File: config.mk
export PLATFORM = sky130hd
export DESIGN_NAME = wb_result_writer_flat
export DESIGN_NICKNAME = d
export VERILOG_FILES = /design/src/rtl/wb_result_writer_if.sv /design/src/rtl/wb_result_writer.sv /design/src/flat_wrapper.sv
export SDC_FILE = /design/constraint.sdc
export NUM_CORES = 1
export LEC_CHECK = 0
export CAP_MARGIN = 25
export CORE_MARGIN = 2
export CORE_UTILIZATION = 50
export CTS_BUF_LIST = sky130_fd_sc_hd__clkbuf_8 sky130_fd_sc_hd__clkbuf_16
export CTS_CLUSTER_DIAMETER = 100
export DETAILED_ROUTE_END_ITERATION = 12
export DONT_BUFFER_PORTS = 1
export PLACE_DENSITY = 0.71
export SYNTH_ARGS = -nofsm -noshare
export SYNTH_HDL_FRONTEND = slang
export SYNTH_SLANG_ARGS = --single-unit
File: constraint.sdc
create_clock -name clk -period 2.3 [get_ports clk]
set_clock_uncertainty 0.1 [all_clocks]
set_input_delay 0 -clock clk [delete_from_list [all_inputs] [get_ports clk]]
set_output_delay 0 -clock clk [all_outputs]
set_load 0.03 [all_outputs]
File: src/rtl/wb_result_writer_if.sv
// ----------------------------------------------------------------------------
// wb_result_writer_if
//
// Bundles the write-back request handshake, the load-data return path and the
// register-file write port of wb_result_writer.
//
//   wb_valid      request present (master -> slave)
//   wb_ready      writer can accept a request (slave -> master)
//   wb_src_choose source select: ALU/MEM_WORD/UBYTE/SBYTE/UHALF/SHALF/LINK/LIST
//   wb_rd         destination register for non-LIST sources
//   wb_reg_list   register list for LIST (bits 0-7 = R0-R7, top bit = PC)
//   alu_result    ALU output
//   mem_rdata     load data, qualified by mem_valid
//   mem_valid     one memory beat this cycle
//   pc            current PC (LINK source)
//   rf_we         register-file write enable, one-cycle pulse per write
//   rf_waddr      register-file write address
//   rf_wdata      register-file write data
//   pc_load       this write targets R15, fetch must be redirected
//   busy          a request is in progress or its write is still pending
// ----------------------------------------------------------------------------
interface wb_result_writer_if #(
   parameter int DW     = 32,
   parameter int LIST_W = 9
);
   logic              wb_valid;
   logic              wb_ready;
   logic [2:0]        wb_src_choose;
   logic [3:0]        wb_rd;
   logic [LIST_W-1:0] wb_reg_list;
   logic [DW-1:0]     alu_result;
   logic [DW-1:0]     mem_rdata;
   logic              mem_valid;
   logic [DW-1:0]     pc;
   logic              rf_we;
   logic [3:0]        rf_waddr;
   logic [DW-1:0]     rf_wdata;
   logic              pc_load;
   logic              busy;

   // Writer side.
   modport slave (
      input  wb_valid, wb_src_choose, wb_rd, wb_reg_list,
      input  alu_result, mem_rdata, mem_valid, pc,
      output wb_ready, rf_we, rf_waddr, rf_wdata, pc_load, busy
   );

   // Requester / datapath side.
   modport master (
      output wb_valid, wb_src_choose, wb_rd, wb_reg_list,
      output alu_result, mem_rdata, mem_valid, pc,
      input  wb_ready, rf_we, rf_waddr, rf_wdata, pc_load, busy
   );
endinterface

File: src/rtl/wb_result_writer.sv
// ----------------------------------------------------------------------------
// wb_result_writer
//
// Write-back end of the datapath. Accepts one write-back request at a time,
// selects its source (ALU result, extended load data, link address or a
// register-list load), and sequences the register-file writes. Single writes
// from ALU/LINK appear the cycle after acceptance; loads wait for a memory
// beat; register-list loads write one register per beat, lowest first.
//
// Ports:
//   clk    clock
//   rst_n  synchronous active-low reset
//   wb     wb_result_writer_if.slave (request, load data, register-file port)
// ----------------------------------------------------------------------------
module wb_result_writer #(
   parameter int DW     = 32,
   parameter int LIST_W = 9
) (
   input  logic                clk,
   input  logic                rst_n,
   wb_result_writer_if.slave   wb
);

   typedef enum logic [1:0] {
      ST_IDLE,
      ST_WAIT_MEM,
      ST_LIST
   } state_t;

   typedef enum logic [2:0] {
      SRC_ALU       = 3'd0,
      SRC_MEM_WORD  = 3'd1,
      SRC_MEM_UBYTE = 3'd2,
      SRC_MEM_SBYTE = 3'd3,
      SRC_MEM_UHALF = 3'd4,
      SRC_MEM_SHALF = 3'd5,
      SRC_LINK      = 3'd6,
      SRC_LIST      = 3'd7
   } src_t;

   localparam logic [3:0] PC_ADDR = 4'd15;

   // Code addresses are halfword/word aligned, so a value loaded into the PC
   // from a word, a list or the ALU has its bit 0 dropped.
   function automatic logic [DW-1:0] clr_lsb(input logic [DW-1:0] d);
      return {d[DW-1:1], 1'b0};
   endfunction

   state_t            r_state;
   state_t            w_next_state;

   src_t              r_src;
   logic [3:0]        r_rd;
   logic [LIST_W-1:0] r_list;

   logic              r_rf_we;
   logic              r_pc_load;
   logic [3:0]        r_rf_waddr;
   logic [DW-1:0]     r_rf_wdata;

   logic              w_accept;
   logic              w_we;
   logic [3:0]        w_waddr;
   logic [DW-1:0]     w_wdata;
   logic [DW-1:0]     w_mem_ext;
   logic [LIST_W-1:0] w_list_next;
   logic [LIST_W-1:0] w_list_onehot;
   logic [3:0]        w_list_addr;

   assign w_accept = wb.wb_valid && (r_state == ST_IDLE);

   // Load extension for the captured source.
   always_comb begin
      // NOTE: every always_comb output gets a default first so no path leaves
      // it unassigned; an unassigned path would infer a latch.
      w_mem_ext = wb.mem_rdata;
      case (r_src)
         SRC_MEM_UBYTE: w_mem_ext = {{(DW-8){1'b0}}, wb.mem_rdata[7:0]};
         SRC_MEM_SBYTE: w_mem_ext = {{(DW-8){wb.mem_rdata[7]}}, wb.mem_rdata[7:0]};
         SRC_MEM_UHALF: w_mem_ext = {{(DW-16){1'b0}}, wb.mem_rdata[15:0]};
         SRC_MEM_SHALF: w_mem_ext = {{(DW-16){wb.mem_rdata[15]}}, wb.mem_rdata[15:0]};
         default:       w_mem_ext = wb.mem_rdata;
      endcase
   end

   // Lowest set bit of the remaining list (x & -x) and its register address;
   // the top list bit stands for the PC.
   assign w_list_onehot = r_list & (~r_list + LIST_W'(1));

   always_comb begin
      w_list_addr = 4'd0;
      for (int i = 0; i < LIST_W; i++) begin
         if (w_list_onehot[i]) begin
            w_list_addr = (i == LIST_W - 1) ? PC_ADDR : 4'(i);
         end
      end
   end

   // Next-state and write-port logic.
   always_comb begin
      w_next_state = r_state;
      w_we         = 1'b0;
      w_waddr      = r_rf_waddr;
      w_wdata      = r_rf_wdata;
      w_list_next  = r_list;

      unique case (r_state)
         ST_IDLE: begin
            if (w_accept) begin
               case (src_t'(wb.wb_src_choose))
                  SRC_ALU: begin
                     w_we    = 1'b1;
                     w_waddr = wb.wb_rd;
                     w_wdata = (wb.wb_rd == PC_ADDR) ? clr_lsb(wb.alu_result)
                                                     : wb.alu_result;
                  end
                  SRC_LINK: begin
                     // Link value carries the Thumb state bit.
                     w_we    = 1'b1;
                     w_waddr = wb.wb_rd;
                     w_wdata = wb.pc | DW'(1);
                  end
                  SRC_LIST: begin
                     // An empty list completes on acceptance with no write.
                     w_list_next = wb.wb_reg_list;
                     if (wb.wb_reg_list != '0) begin
                        w_next_state = ST_LIST;
                     end
                  end
                  default: begin
                     w_next_state = ST_WAIT_MEM;
                  end
               endcase
            end
         end

         ST_WAIT_MEM: begin
            if (wb.mem_valid) begin
               w_we         = 1'b1;
               w_waddr      = r_rd;
               w_wdata      = (r_src == SRC_MEM_WORD && r_rd == PC_ADDR)
                              ? clr_lsb(w_mem_ext) : w_mem_ext;
               w_next_state = ST_IDLE;
            end
         end

         ST_LIST: begin
            if (wb.mem_valid) begin
               w_we        = 1'b1;
               w_waddr     = w_list_addr;
               w_wdata     = (w_list_addr == PC_ADDR) ? clr_lsb(wb.mem_rdata)
                                                      : wb.mem_rdata;
               w_list_next = r_list & ~w_list_onehot;
               // Leave in the same cycle the last write is issued so a new
               // request can be taken while that write is on the port.
               if (w_list_next == '0) begin
                  w_next_state = ST_IDLE;
               end
            end
         end

         default: begin
            w_next_state = ST_IDLE;
         end
      endcase
   end

   // State register.
   always_ff @(posedge clk) begin
      // NOTE: sequential state uses non-blocking assignments so every register
      // samples pre-edge values regardless of statement order.
      if (!rst_n) begin
         r_state <= ST_IDLE;
      end else begin
         r_state <= w_next_state;
      end
   end

   // Captured request and registered write port.
   always_ff @(posedge clk) begin
      if (!rst_n) begin
         r_src      <= SRC_ALU;
         r_rd       <= 4'd0;
         r_list     <= '0;
         r_rf_we    <= 1'b0;
         r_pc_load  <= 1'b0;
         r_rf_waddr <= 4'd0;
         r_rf_wdata <= '0;
      end else begin
         if (w_accept) begin
            r_src <= src_t'(wb.wb_src_choose);
            r_rd  <= wb.wb_rd;
         end
         r_list     <= w_list_next;
         r_rf_we    <= w_we;
         r_pc_load  <= w_we && (w_waddr == PC_ADDR);
         r_rf_waddr <= w_waddr;
         r_rf_wdata <= w_wdata;
      end
   end

   // The write strobes are masked while reset is asserted so a write that was
   // already registered cannot reach the register file in the reset cycle.
   assign wb.rf_we    = r_rf_we && rst_n;
   assign wb.pc_load  = r_pc_load && rst_n;
   assign wb.rf_waddr = r_rf_waddr;
   assign wb.rf_wdata = r_rf_wdata;
   assign wb.wb_ready = (r_state == ST_IDLE);
   assign wb.busy     = (r_state != ST_IDLE) || r_rf_we;

endmodule
File: src/flat_wrapper.sv
// flat-port wrapper written by rule: the top's interface ports become plain ports
module wb_result_writer_flat 
#(
   parameter int DW     = 32,
   parameter int LIST_W = 9
)
  (clk, rst_n, wb_wb_valid, wb_wb_src_choose, wb_wb_rd, wb_wb_reg_list, wb_alu_result, wb_mem_rdata, wb_mem_valid, wb_pc, wb_wb_ready, wb_rf_we, wb_rf_waddr, wb_rf_wdata, wb_pc_load, wb_busy);
  wb_result_writer_if #(.DW(DW), .LIST_W(LIST_W)) wb_i ();
  input  logic clk;
  input  logic rst_n;
  input wire logic [$bits(wb_i.wb_valid)-1:0] wb_wb_valid;
  input wire logic [$bits(wb_i.wb_src_choose)-1:0] wb_wb_src_choose;
  input wire logic [$bits(wb_i.wb_rd)-1:0] wb_wb_rd;
  input wire logic [$bits(wb_i.wb_reg_list)-1:0] wb_wb_reg_list;
  input wire logic [$bits(wb_i.alu_result)-1:0] wb_alu_result;
  input wire logic [$bits(wb_i.mem_rdata)-1:0] wb_mem_rdata;
  input wire logic [$bits(wb_i.mem_valid)-1:0] wb_mem_valid;
  input wire logic [$bits(wb_i.pc)-1:0] wb_pc;
  output wire logic [$bits(wb_i.wb_ready)-1:0] wb_wb_ready;
  output wire logic [$bits(wb_i.rf_we)-1:0] wb_rf_we;
  output wire logic [$bits(wb_i.rf_waddr)-1:0] wb_rf_waddr;
  output wire logic [$bits(wb_i.rf_wdata)-1:0] wb_rf_wdata;
  output wire logic [$bits(wb_i.pc_load)-1:0] wb_pc_load;
  output wire logic [$bits(wb_i.busy)-1:0] wb_busy;
  assign wb_i.wb_valid = wb_wb_valid;
  assign wb_i.wb_src_choose = wb_wb_src_choose;
  assign wb_i.wb_rd = wb_wb_rd;
  assign wb_i.wb_reg_list = wb_wb_reg_list;
  assign wb_i.alu_result = wb_alu_result;
  assign wb_i.mem_rdata = wb_mem_rdata;
  assign wb_i.mem_valid = wb_mem_valid;
  assign wb_i.pc = wb_pc;
  assign wb_wb_ready = wb_i.wb_ready;
  assign wb_rf_we = wb_i.rf_we;
  assign wb_rf_waddr = wb_i.rf_waddr;
  assign wb_rf_wdata = wb_i.rf_wdata;
  assign wb_pc_load = wb_i.pc_load;
  assign wb_busy = wb_i.busy;
  wb_result_writer #(.DW(DW), .LIST_W(LIST_W)) u_core (.clk(clk), .rst_n(rst_n), .wb(wb_i));
endmodule
* After elaboration in Yosys (flattened, before gate mapping)
Index checks and enable logic that the tools add are counted.
Storage, ports and cells: register bits after elaboration 56, bits in latches 0, memory bits (writable) 0, memory bits (read-only) 0, output and inout port bits 40, memories 0
Operators by class: add/subtract/negate cells 1, $mul 0, divide/modulo/power cells 0, magnitude comparators 0, equal/unequal tests 21, shift operators 0, muxes and demuxes 37, bitwise logic cells 4, reduce and logical (&&, ||, !) cells 18
Operators with widths (count):
- 32-bit case mux with 4 select lines | 1
- 32-bit two-way mux | 3
- 32-bit case mux with 3 select lines | 1
- 32-bit case mux with 2 select lines | 1
- 9-bit two-way mux | 3
- 4-bit two-way mux | 5
- 9-bit bitwise AND | 2
- 9-bit NOT | 2
- 9-bit case mux with 2 select lines | 1
- 4-bit equality test (second input constant) | 4
- 2-bit two-way mux | 7
- 3-bit equality test (second input constant) | 4
- 3-bit two-way mux | 4
- 4-bit case mux with 3 select lines | 1
- 9-bit by 1-bit adder with 9-bit output (second input constant) | 1
- 9-bit zero test | 1
- 9-bit nonzero test | 1
- 1-bit two-way mux | 7
- 3-bit by 2-bit equality test with 1-bit output (second input constant) | 2
- 2-bit by 1-bit != test with 1-bit output (second input constant) | 3
- 2-bit != test (second input constant) | 3
- 2-bit case mux with 3 select lines | 1
- 6-bit AND reduction | 1
- 1-bit logical AND | 5
- other kinds (15) | 17

* Longest topological paths before layout
Gate-level depths: netlist of the first run.
depth after elaboration 15, gate-level depth with buffers 9

* Worst setup path before layout of the first run
Ideal clock, no wire load.
path type reg2reg, start point register u_core.r_state[0], end point register u_core.r_rf_wdata[24] (netlist: u_core.wb.rf_wdata[24]), library setup time 74 ps, arrival time 1925 ps, data required time 2126 ps, setup slack 201 ps, stages on the path, launching flop included 9, buffers on the path 2, clock period less this slack 2099 ps, path through dfxtp_1 > inv_1 > ha_1 > clkbuf_1 > clkinv_1 > a21oi_1 > clkbuf_1 > o21ai_0 > a31oi_1
Between the ends: word-level cells in the longest chain between the ends 4, elaborated cells between the ends (all ways) 11, classes of those cells 6 x eq/ne; 1 x mux; 4 x reduce/logical
Ends and longest elaborated chain:
- start, declared | RTL line wb_result_writer.sv:49 | state_t r_state;
- start signal, assigned | RTL line wb_result_writer.sv:175 | r_state <= w_next_state;
- 2-bit zero test | RTL line wb_result_writer.sv:70, wb_result_writer.sv:107
- 1-bit logical AND | RTL line wb_result_writer.sv:70 | assign w_accept = wb.wb_valid && (r_state == ST_IDLE);
- 2-bit by 1-bit != test with 1-bit output (no line)
- 5-bit AND reduction (no line)
- end signal, assigned | RTL line wb_result_writer.sv:198 | r_rf_wdata <= w_wdata;
- end, declared | RTL line wb_result_writer.sv:59 | logic [DW-1:0] r_rf_wdata;
Several ways; a longest one is shown, not always the timed one. A chain may end at the register's enable or synchronous reset.

* Worst setup path in the final report of the first run
start point register u_core.r_state[0], end point register u_core.r_rf_wdata[30] (netlist: u_core.wb.rf_wdata[30])
Same word-level chain as after synthesis.

==> results of run 1 <==
[per-layer routing]
metal / up-vias / wire, um
met2: 277 / 6140
li1: 1880 / -
met4: 0 / 497
met3: 49 / 1190
met5: - / 0
met1: 1942 / 4840
[stage by stage]
stage / cell area, um^2 / std cells
after detailed placement: 3560 / 535
after CTS: 4730 / 650
after global placement: 3560 / 535
after global routing: 4750 / 651
final: 4750 / 651
after floorplan: 3490 / 468
[power breakdown]
part	internal (mW)	leakage, nW	total (mW)	switching [mW]
Combinational	0.703	1.37	1.55	0.852
Clock	0.242	0.0510	0.574	0.333
Sequential	1.18	0.460	1.69	0.516
Total	2.12	1.88	3.82	1.70
[path summary, 6_finish.rpt]
check,start,cells past startpoint,endpoint
setup / recovery,u_core.r_state[0]$_SDFFE_PN0P_,6,u_core.wb.rf_wdata[30]$_SDFFE_PN0P_
hold / removal,wb_wb_valid,4,u_core.r_state[0]$_SDFFE_PN0P_
setup reg to reg,u_core.r_state[0]$_SDFFE_PN0P_,6,u_core.wb.rf_wdata[30]$_SDFFE_PN0P_
hold reg to reg,u_core.r_rd[3]$_SDFFE_PN0P_,2,u_core.r_rd[3]$_SDFFE_PN0P_
[Yosys cell counts (2+ instances only)]
cell type  count
nand2_1       76
dfxtp_1       56
o21ai_0       44
clkbuf_1      34
nor2_1        33
a21o_1        29
a21oi_1       28
a31oi_1       16
nand3_1       14
a221oi_1      11
a211oi_1      10
mux2i_1       10
nor3_1        10
a311o_1        8
inv_1          8
buf_2          6
a22oi_1        5
mux2_2         5
nand2b_1       5
and2_1         4
ha_1           4
nand4_1        4
nor4_1         4
or4_1          4
nor2b_1        3
o211ai_1       2
o21a_1         2
o221ai_1       2
o2bb2ai_1      2
or3_1          2
[sequential cells by signal (all words and copies together), names as in the netlist]
| signal | cells |
|---|---|
| u_core.wb.rf_wdata | 32 |
| u_core.r_list | 9 |
| u_core.r_rd | 4 |
| u_core.wb.rf_waddr | 4 |
| u_core.r_src | 3 |
| u_core.r_state | 2 |
| u_core.r_pc_load | 1 |
| u_core.r_rf_we | 1 |
[final cells by class]
cell class                      instances  area, um^2  share of cell area [%]
Multi-Input combinational cell        360        2190                    46.1
Timing Repair Buffer                  120        1180                    24.9
Sequential cell                        56        1120                    23.6
Tap cell                               96         120                    2.53
Clock buffer                            6        82.6                    1.74
Inverter                               10        41.3                   0.869
Clock inverter                          2        10.0                   0.211
Antenna cell                            1        2.50                  0.0527
[what timing repair did]
item / 4_1_cts / 5_1_grt
hold buffers: 107 / 0
setup buffers: 0 / 0
resized for setup: 0 / 6
endpoints found under the hold margin: 56 / 0
setup endpoints to repair: 0 / 6
[worst max-delay path: cells and delay by family (launching register included)]
family | cells | cell delay, ns
fa+ha+maj | 1 | 0.35
buf+inv | 3 | 0.83
flops | 1 | 0.39
compound gates | 2 | 0.42
[kinds of logic (layout without fill, tap and decap cells)]
family          Yosys count  after routing
simple gates            165            165
flops                    56             56
xor+xnor                  2              2
fa+ha+maj                 5              5
other cells               0              1
compound gates          173            173
buf+inv                  52            138
mux                      15             15
==> impl_metrics.toml, run 1 <==
[run_status]
status = "finished, final reports clean"

[flow_run]
cap_violations = 0

[die]
die_x_um = 87.6
die_h_um = 87.6
io_pins = 156
rows = 30
core-area_um2 = 6790
start_util_pct = 51.4
die_area_um2 = 7670

[grt]
grt_pass1_wl_um = 19900
grt_util_met3_pct = 8.77
grt-ovfl-total = 0
grt_start_max_net_pins = 40
grt_pass1_vias = 4139
met2_usage_pct = 54.9
antenna_found_initial = 1
grt_use_met1_pct = 38.3
top_usage_layer = "met2"
grt_usage_pct = 32.8

[yosys]
synthXorXnorAreaFrac_pct = 0.717
synth_area_um2 = 3490
synth-simple-area-share_pct = 21.4
synth-compound-area-share_pct = 33.5
synth_warnings = 0
ys_top_cells_by_area = "dfxtp_1 32%, nand2_1 8.2%, o21ai_0 6.3%"
synth_top_family_by_area = "compound AO/OA/AOI/OAI gates"
postSynthCellCount = 468
synthArstFlopShare_pct = 0
syn_nets = 588
synth_edf_count = 0
synth.avg_cell_area_um2 = 7.46
synth_ff_type = "dfxtp_1"
synthAdderAreaFrac_pct = 1.72
synth.area.mux_share_pct = 4.48
yosys.area.top_type = "dfxtp_1"
synthDominantCellAreaShare_pct = 32.1
ys_seq_elements = 56
seq_area_frac_synth_pct = 32.1
synth.distinct_cells = 57

[worst_setup_path]
cp_max_fo = 26
r2r_setup_slack_ns = 0.11
critPathLaunchType = "flip-flop"
path_class = "reg2reg"
crit_chain = "inv_1 -> ha_1 -> buf_6 -> a21o_1 -> dlygate4sd3_1 -> a31oi_1"
end_kind = "flip-flop"
cp.arrival_ns = 2.31
cp.required_ns = 2.42
cpMaxStageDelayCell = "dlygate4sd3_1"
slowest_delay_ns = 0.55

[route]
vias = 4148
drc = 0
post_drt_wl_per_cell_um = 19.5
routed_wl_um = 12700
viasPerCell = 6.37
ant_nets = 0
first_iter_violations = 326
dr.pass1.iters = 5

[hold_path]
min_path_type = "in2reg"

[timing]
finalMaxSlewViolations = 0
max_slew_margin_pct = 49.2
period_share_pct = 95.3
min_period_ns = 2.19
fin_ws_ns = 0.109
finalSetupViolCount = 0
hold_viol_final = 0
worst_pin_slew_ns = 0.760
hold-worst-slack_ns = 0.00775
max_freq_mhz = 456
tns_ns = 0

[power]
pwr_density_cell_nw_per_um2 = 804
ir_drop_mv = 0.516
fin_total_pwr_mw = 3.82
p_leak_nw = 1.88

[clock_network]
clkTransAtPathRegs_ns = 0.10
clkSinkCount = 56
clk_latency_ns = 0.31
htreeDepth = 2
cts_max_path_buffers = 2
root_buffer = "clkbuf_8"
cts_inserted_buffers = 5
cts_tree = "built"

[cells_and_area]
final_common_cell = "dlygate4sd3_1"
fill_cells = 501
final_nets = 673
final_cell_mix = "107 x dlygate4sd3_1, 76 x nand2_1, 56 x dfxtp_1"
syn_to_final_growth_pct = 36.0
layout-drive-gt1-share_pct = 7.04
utilization_pct = 69.9

[placed_design]
post-place-ws_ns = 0.210
dp_hpwl_um = 7380
numPortBuffers = 0
gp_congestion = 0.939
(Power assumes the default switching activity.)
==> run 2: changes to the inputs <==
--- a/config.mk
+++ b/config.mk
@@ -7,12 +7,13 @@
 export LEC_CHECK = 0
 export CAP_MARGIN = 25
 export CORE_MARGIN = 2
-export CORE_UTILIZATION = 50
+export CORE_UTILIZATION = 30
 export CTS_BUF_LIST = sky130_fd_sc_hd__clkbuf_8 sky130_fd_sc_hd__clkbuf_16
 export CTS_CLUSTER_DIAMETER = 100
 export DETAILED_ROUTE_END_ITERATION = 12
 export DONT_BUFFER_PORTS = 1
-export PLACE_DENSITY = 0.71
+export GPL_TIMING_DRIVEN = 0
+export PLACE_DENSITY = 0.42
 export SYNTH_ARGS = -nofsm -noshare
 export SYNTH_HDL_FRONTEND = slang
 export SYNTH_SLANG_ARGS = --single-unit
==> impl_metrics.toml, run 2 (same netlist as run 1, synthesis figures left out) <==
[cells_and_area]
diodes = 0
final_common_cell = "dlygate4sd3_1"
syn_to_final_growth_pct = 42.8
final_cell_mix = "103 x dlygate4sd3_1, 76 x nand2_1, 56 x dfxtp_1"
final_nets = 696
largest_reg_flops = 32
fill_cells = 1151
stdcell_count = 719
layout-drive-gt1-share_pct = 8.85
utilization_pct = 43.9

[grt]
antenna_found_initial = 0
grt-ovfl-total = 0
grt_start_max_net_pins = 20
grt_usage_pct = 22.7
grt_pass1_vias = 4204
grt_pass1_wl_um = 22600

[die]
io_pins = 156
start_util_pct = 30.7
core-area_um2 = 11400
die_h_um = 112
die_area_um2 = 12500
rows = 39
die_x_um = 112

[route]
vias = 4089
drc = 0
routed_wl_um = 14400
first_iter_violations = 247
viasPerCell = 5.69
ant_nets = 0
post_drt_wl_per_cell_um = 20.0
dr.pass1.iters = 4

[worst_setup_path]
cp.required_ns = 2.42
cpMaxStageDelayCell = "dlygate4sd3_1"
cp_common_cell = "nand2_1"
rr_startpoint = "u_core.r_state[0]$_SDFFE_PN0P_"
reg2reg_to = "u_core.wb.rf_wdata[15]$_SDFFE_PN0P_"
path_class = "in2reg"
crit_chain = "dlygate4sd3_1 -> buf_2 -> nand2_1 -> nor2_1 -> clkbuf_1 -> nand2_1 -> a311o_1 -> a21oi_1"
worst-path-stages = 8
slowest_delay_ns = 0.54
r2r_setup_slack_ns = 0.13
r2r_cells = 7
critPathLaunchType = "input pin"
end_kind = "flip-flop"
cp_max_fo = 10
path_buf_inv = 3
cp.arrival_ns = 2.35
crit_family = "buffers and inverters"

[timing]
rsz0062_at_grt = "no"
finalSetupViolCount = 0
tns_ns = 0
hold_viol_final = 0
min_period_ns = 2.23
finalMaxSlewViolations = 0
worst_pin_slew_ns = 0.678
max_slew_margin_pct = 54.8
max_freq_mhz = 449
period_share_pct = 96.8

[placed_design]
gp_congestion = 0.877
numPortBuffers = 0
dp_hpwl_um = 9900
dp_cells = 611

[clock_network]
cts_max_path_buffers = 2
clkTransAtPathRegs_ns = 0.08
htreeDepth = 2
root_buffer = "clkbuf_16"
clkSinkCount = 56
clk_latency_ns = 0.30
cts_tree = "built"
cts_inserted_buffers = 5

[hold_path]
holdPathStages = 4
hold_start = "wb_wb_src_choose[0]"
min_path_type = "in2reg"
hold_end = "u_core.wb.rf_wdata[9]$_SDFFE_PN0P_"

[power]
p_leak_nw = 1.97
ir_drop_mv = 0.352
pwr_density_cell_nw_per_um2 = 854

[flow_run]
cap_violations = 0

[run_status]
status = "finished, final reports clean"
run 2: where the power goes:
group | switching [mW] | internal [mW]
logic | 0.928 | 0.658
clock network | 0.384 | 0.620
registers | 0.492 | 1.18
total | 1.80 | 2.45
run 2: stage by stage:
step	cell area (um^2)	power [mW]	setup WS [ns]	hold WS (ns)
final	4990	4.26	0.0742	0.0279
after floorplan	3490	2.64	0.201	0.0360
after detailed placement	3670	3.03	-0.694	0.0494
after global placement	3670	3.02	-0.701	0.0541
after CTS	4930	4.23	0.0178	0.0173
after global routing	4990	4.50	0.00121	0.0595
run 2: worst max path at each step:
stage / slack [ns] / to / start
floorplan: 0.20 / u_core.wb.rf_wdata[24]$_SDFFE_PN0P_ / u_core.r_state[0]$_SDFFE_PN0P_
global placement: -0.70 / u_core.wb.rf_wdata[26]$_SDFFE_PN0P_ / u_core.r_state[0]$_SDFFE_PN0P_
detailed placement: -0.69 / u_core.wb.rf_wdata[31]$_SDFFE_PN0P_ / u_core.r_state[0]$_SDFFE_PN0P_
CTS: 0.02 / u_core.wb.rf_wdata[15]$_SDFFE_PN0P_ / u_core.r_state[0]$_SDFFE_PN0P_
global route: 0.001 / u_core.wb.rf_wdata[13]$_SDFFE_PN0P_ / wb_wb_src_choose[1]
finish: 0.07 / u_core.wb.rf_wdata[10]$_SDFFE_PN0P_ / wb_wb_src_choose[2]
run 2: final cells by class:
| type | instances | area [um^2] | share of cell area [%] |
|---|---|---|---|
| Sequential cell | 56 | 1120 | 22.5 |
| Inverter | 10 | 38.8 | 0.778 |
| Clock inverter | 2 | 60.1 | 1.20 |
| Multi-Input combinational cell | 360 | 2230 | 44.7 |
| Timing Repair Buffer | 106 | 1070 | 21.4 |
| Clock buffer | 5 | 125 | 2.51 |
| Buffer | 37 | 169 | 3.39 |
| Tap cell | 143 | 179 | 3.59 |
run 2: worst reg2reg max path, stage by stage, from the launching register on:
cell,delay (ns)
dfxtp_1,0.40
inv_1,0.09
ha_2,0.28
clkbuf_2,0.24
a211o_1,0.35
buf_2,0.22
a311o_1,0.30
a21oi_1,0.13
run 2: repair_timing:
action	4_1_cts	5_1_grt
pin swaps	1	1
buffers inserted	1	2
hold endpoints to repair	56	0
setup endpoints to repair	49	41
gates resized for setup	17	15
hold buffers	103	0
run 2: per-layer routing:
metal,part of all wire (%),global-route usage [%],vias up,wire (um)
met4,2.1,7.16,0,309
met3,6.6,4.74,24,949
li1,-,-,1928,-
met2,50,40.1,170,7130
met5,0,0,-,0
met1,42,27.5,1967,5990
==> run 3: changes to the inputs <==
--- a/config.mk
+++ b/config.mk
@@ -6,7 +6,7 @@
 export NUM_CORES = 1
 export LEC_CHECK = 0
 export CAP_MARGIN = 25
-export CORE_MARGIN = 2
+export CORE_ASPECT_RATIO = 0.5
 export CORE_UTILIZATION = 30
 export CTS_BUF_LIST = sky130_fd_sc_hd__clkbuf_8 sky130_fd_sc_hd__clkbuf_16
 export CTS_CLUSTER_DIAMETER = 100
==> impl_metrics.toml, run 3 (same netlist as run 1, synthesis figures left out) <==
[worst_setup_path]
end_kind = "flip-flop"
cp.arrival_ns = 2.27
cp_common_cell = "nand2_1"
path_buf_inv = 3
r2r_setup_slack_ns = 0.16
cp_max_fo = 10
slowest_delay_ns = 0.53
path_class = "in2reg"
r2r_cells = 8
cp.required_ns = 2.42
worst-path-stages = 8
cpMaxStageDelayCell = "dlygate4sd3_1"
critPathLaunchType = "input pin"
crit_chain = "dlygate4sd3_1 -> buf_2 -> nand2_1 -> nor2_1 -> clkbuf_1 -> nand2_1 -> a21o_1 -> a31oi_1"
crit_family = "buffers and inverters"

[power]
fin_total_pwr_mw = 4.22
pwr_density_cell_nw_per_um2 = 844
p_int_mw = 2.39
p_clk_share_pct = 21.8
combPwrFrac_pct = 38.7
p_leak_nw = 1.99
swShare_pct = 43.4
power_frac_seq_pct = 39.6
ir_drop_mv = 0.347
p_sw_mw = 1.83

[die]
die_h_um = 78.3
core-area_um2 = 11100
die_area_um2 = 12100
io_pins = 156
start_util_pct = 31.3
rows = 27
die_x_um = 155

[route]
dr.pass1.iters = 5
routed_wl_um = 14100
ant_nets = 0
first_iter_violations = 193
post_drt_wl_per_cell_um = 19.3
viasPerCell = 5.52
drc = 0
vias = 4022

[cells_and_area]
final_nets = 702
largest_reg_flops = 32
utilization_pct = 44.8
diodes = 0
layout-drive-gt1-share_pct = 9.78
final_cell_mix = "103 x dlygate4sd3_1, 76 x nand2_1, 56 x dfxtp_1"
syn_to_final_growth_pct = 43.1
final_common_cell = "dlygate4sd3_1"

[timing]
finalMaxSlewViolations = 0
max_freq_mhz = 465
rsz0062_at_grt = "no"
finalSetupViolCount = 0
min_period_ns = 2.15
max_slew_margin_pct = 55.4
worst_pin_slew_ns = 0.670
fin_ws_ns = 0.149
hold_viol_final = 0
period_share_pct = 93.5

[clock_network]
clk_latency_ns = 0.30
cts_tree = "built"
cts_inserted_buffers = 5
cts_max_path_buffers = 2
root_buffer = "clkbuf_16"
htreeDepth = 2
clkSinkCount = 56
clkTransAtPathRegs_ns = 0.08

[grt]
grt_pass1_vias = 4016
antenna_found_initial = 0
grt_pass1_wl_um = 21600
grt_start_max_net_pins = 18
grt-ovfl-total = 0
grt_usage_pct = 23.1

[placed_design]
post-place-ws_ns = -0.724
numPortBuffers = 0
dp_hpwl_um = 9760
gp_congestion = 0.788

[hold_path]
holdPathStages = 4
min_path_type = "in2reg"

[run_status]
status = "finished, final reports clean"

[flow_run]
cap_violations = 0
-- run 3: changes by cell type in the layout (fill, tap and decap cells not counted), moves of 2 or more --
cell and change:
clkbuf_2 +2, buf_4 +8, nor2_1 +2, a21oi_2 +2, nor2_2 -2, buf_2 -3
a21oi_4 -2
-- run 3: routing by layer --
metal / vias to the layer above / routed length [um] / GRT usage (%)
li1: 1942 / - / -
met1: 1923 / 6350 / 29.0
met2: 137 / 6560 / 39.7
met3: 20 / 901 / 5.52
met4: 0 / 260 / 6.53
met5: - / 0 / 0
-- run 3: metrics by stage --
stage	TNS (ns)	cell area, um^2	instances	hold slack (ns)
finish	0	5000	728	0.00915
global route	0	5000	728	0.0466
CTS	0	4950	727	0.00142
detailed placement	-14.88	3670	613	0.0446
global placement	-14.36	3670	613	0.0421
floorplan	0	3490	468	0.0360
-- run 3: area by class of cell --
class | instances | area, um^2
tap | 145 | 181
sequential | 56 | 1120
clock buffer | 5 | 125
buffer | 38 | 179
inverter | 10 | 38.8
multi-input combinational | 360 | 2220
clock inverter | 3 | 42.5
fill | 1121 | 6150
timing repair buffer | 111 | 1090
-- run 3: timing repair --
item,4_1_cts,5_1_grt
hold endpoints to repair,53,0
buffers inserted,4,4
resized for setup,20,12
endpoints found under the setup margin,46,46
pin swaps,3,2
hold buffers,103,0
-- run 3: power by group through the flow --
stage / Clock, mW / Combinational, mW / Sequential [mW]
after global placement: 0 / 1.37 / 1.68
after floorplan: 0 / 1.02 / 1.62
after detailed placement: 0 / 1.36 / 1.68
final: 0.919 / 1.63 / 1.67
after CTS: 0.940 / 1.59 / 1.66
after global routing: 0.975 / 1.81 / 1.70
-- run 3: worst reg2reg max path, stage by stage (launching register included) --
cell	delay, ns
dfxtp_1	0.39
inv_1	0.11
ha_2	0.26
nor2_1	0.14
nor2_1	0.10
a211o_2	0.36
buf_4	0.21
a311o_1	0.27
a21oi_1	0.12
-- run 3: path summary, 6_finish.rpt --
path	startpoint	end
min	wb_wb_rd[2]	u_core.wb.rf_waddr[2]$_SDFF_PN0_
min reg2reg	u_core.r_rd[1]$_SDFFE_PN0P_	u_core.r_rd[1]$_SDFFE_PN0P_
max	wb_wb_src_choose[1]	u_core.wb.rf_wdata[24]$_SDFFE_PN0P_
max reg2reg	u_core.r_state[0]$_SDFFE_PN0P_	u_core.wb.rf_wdata[12]$_SDFFE_PN0P_
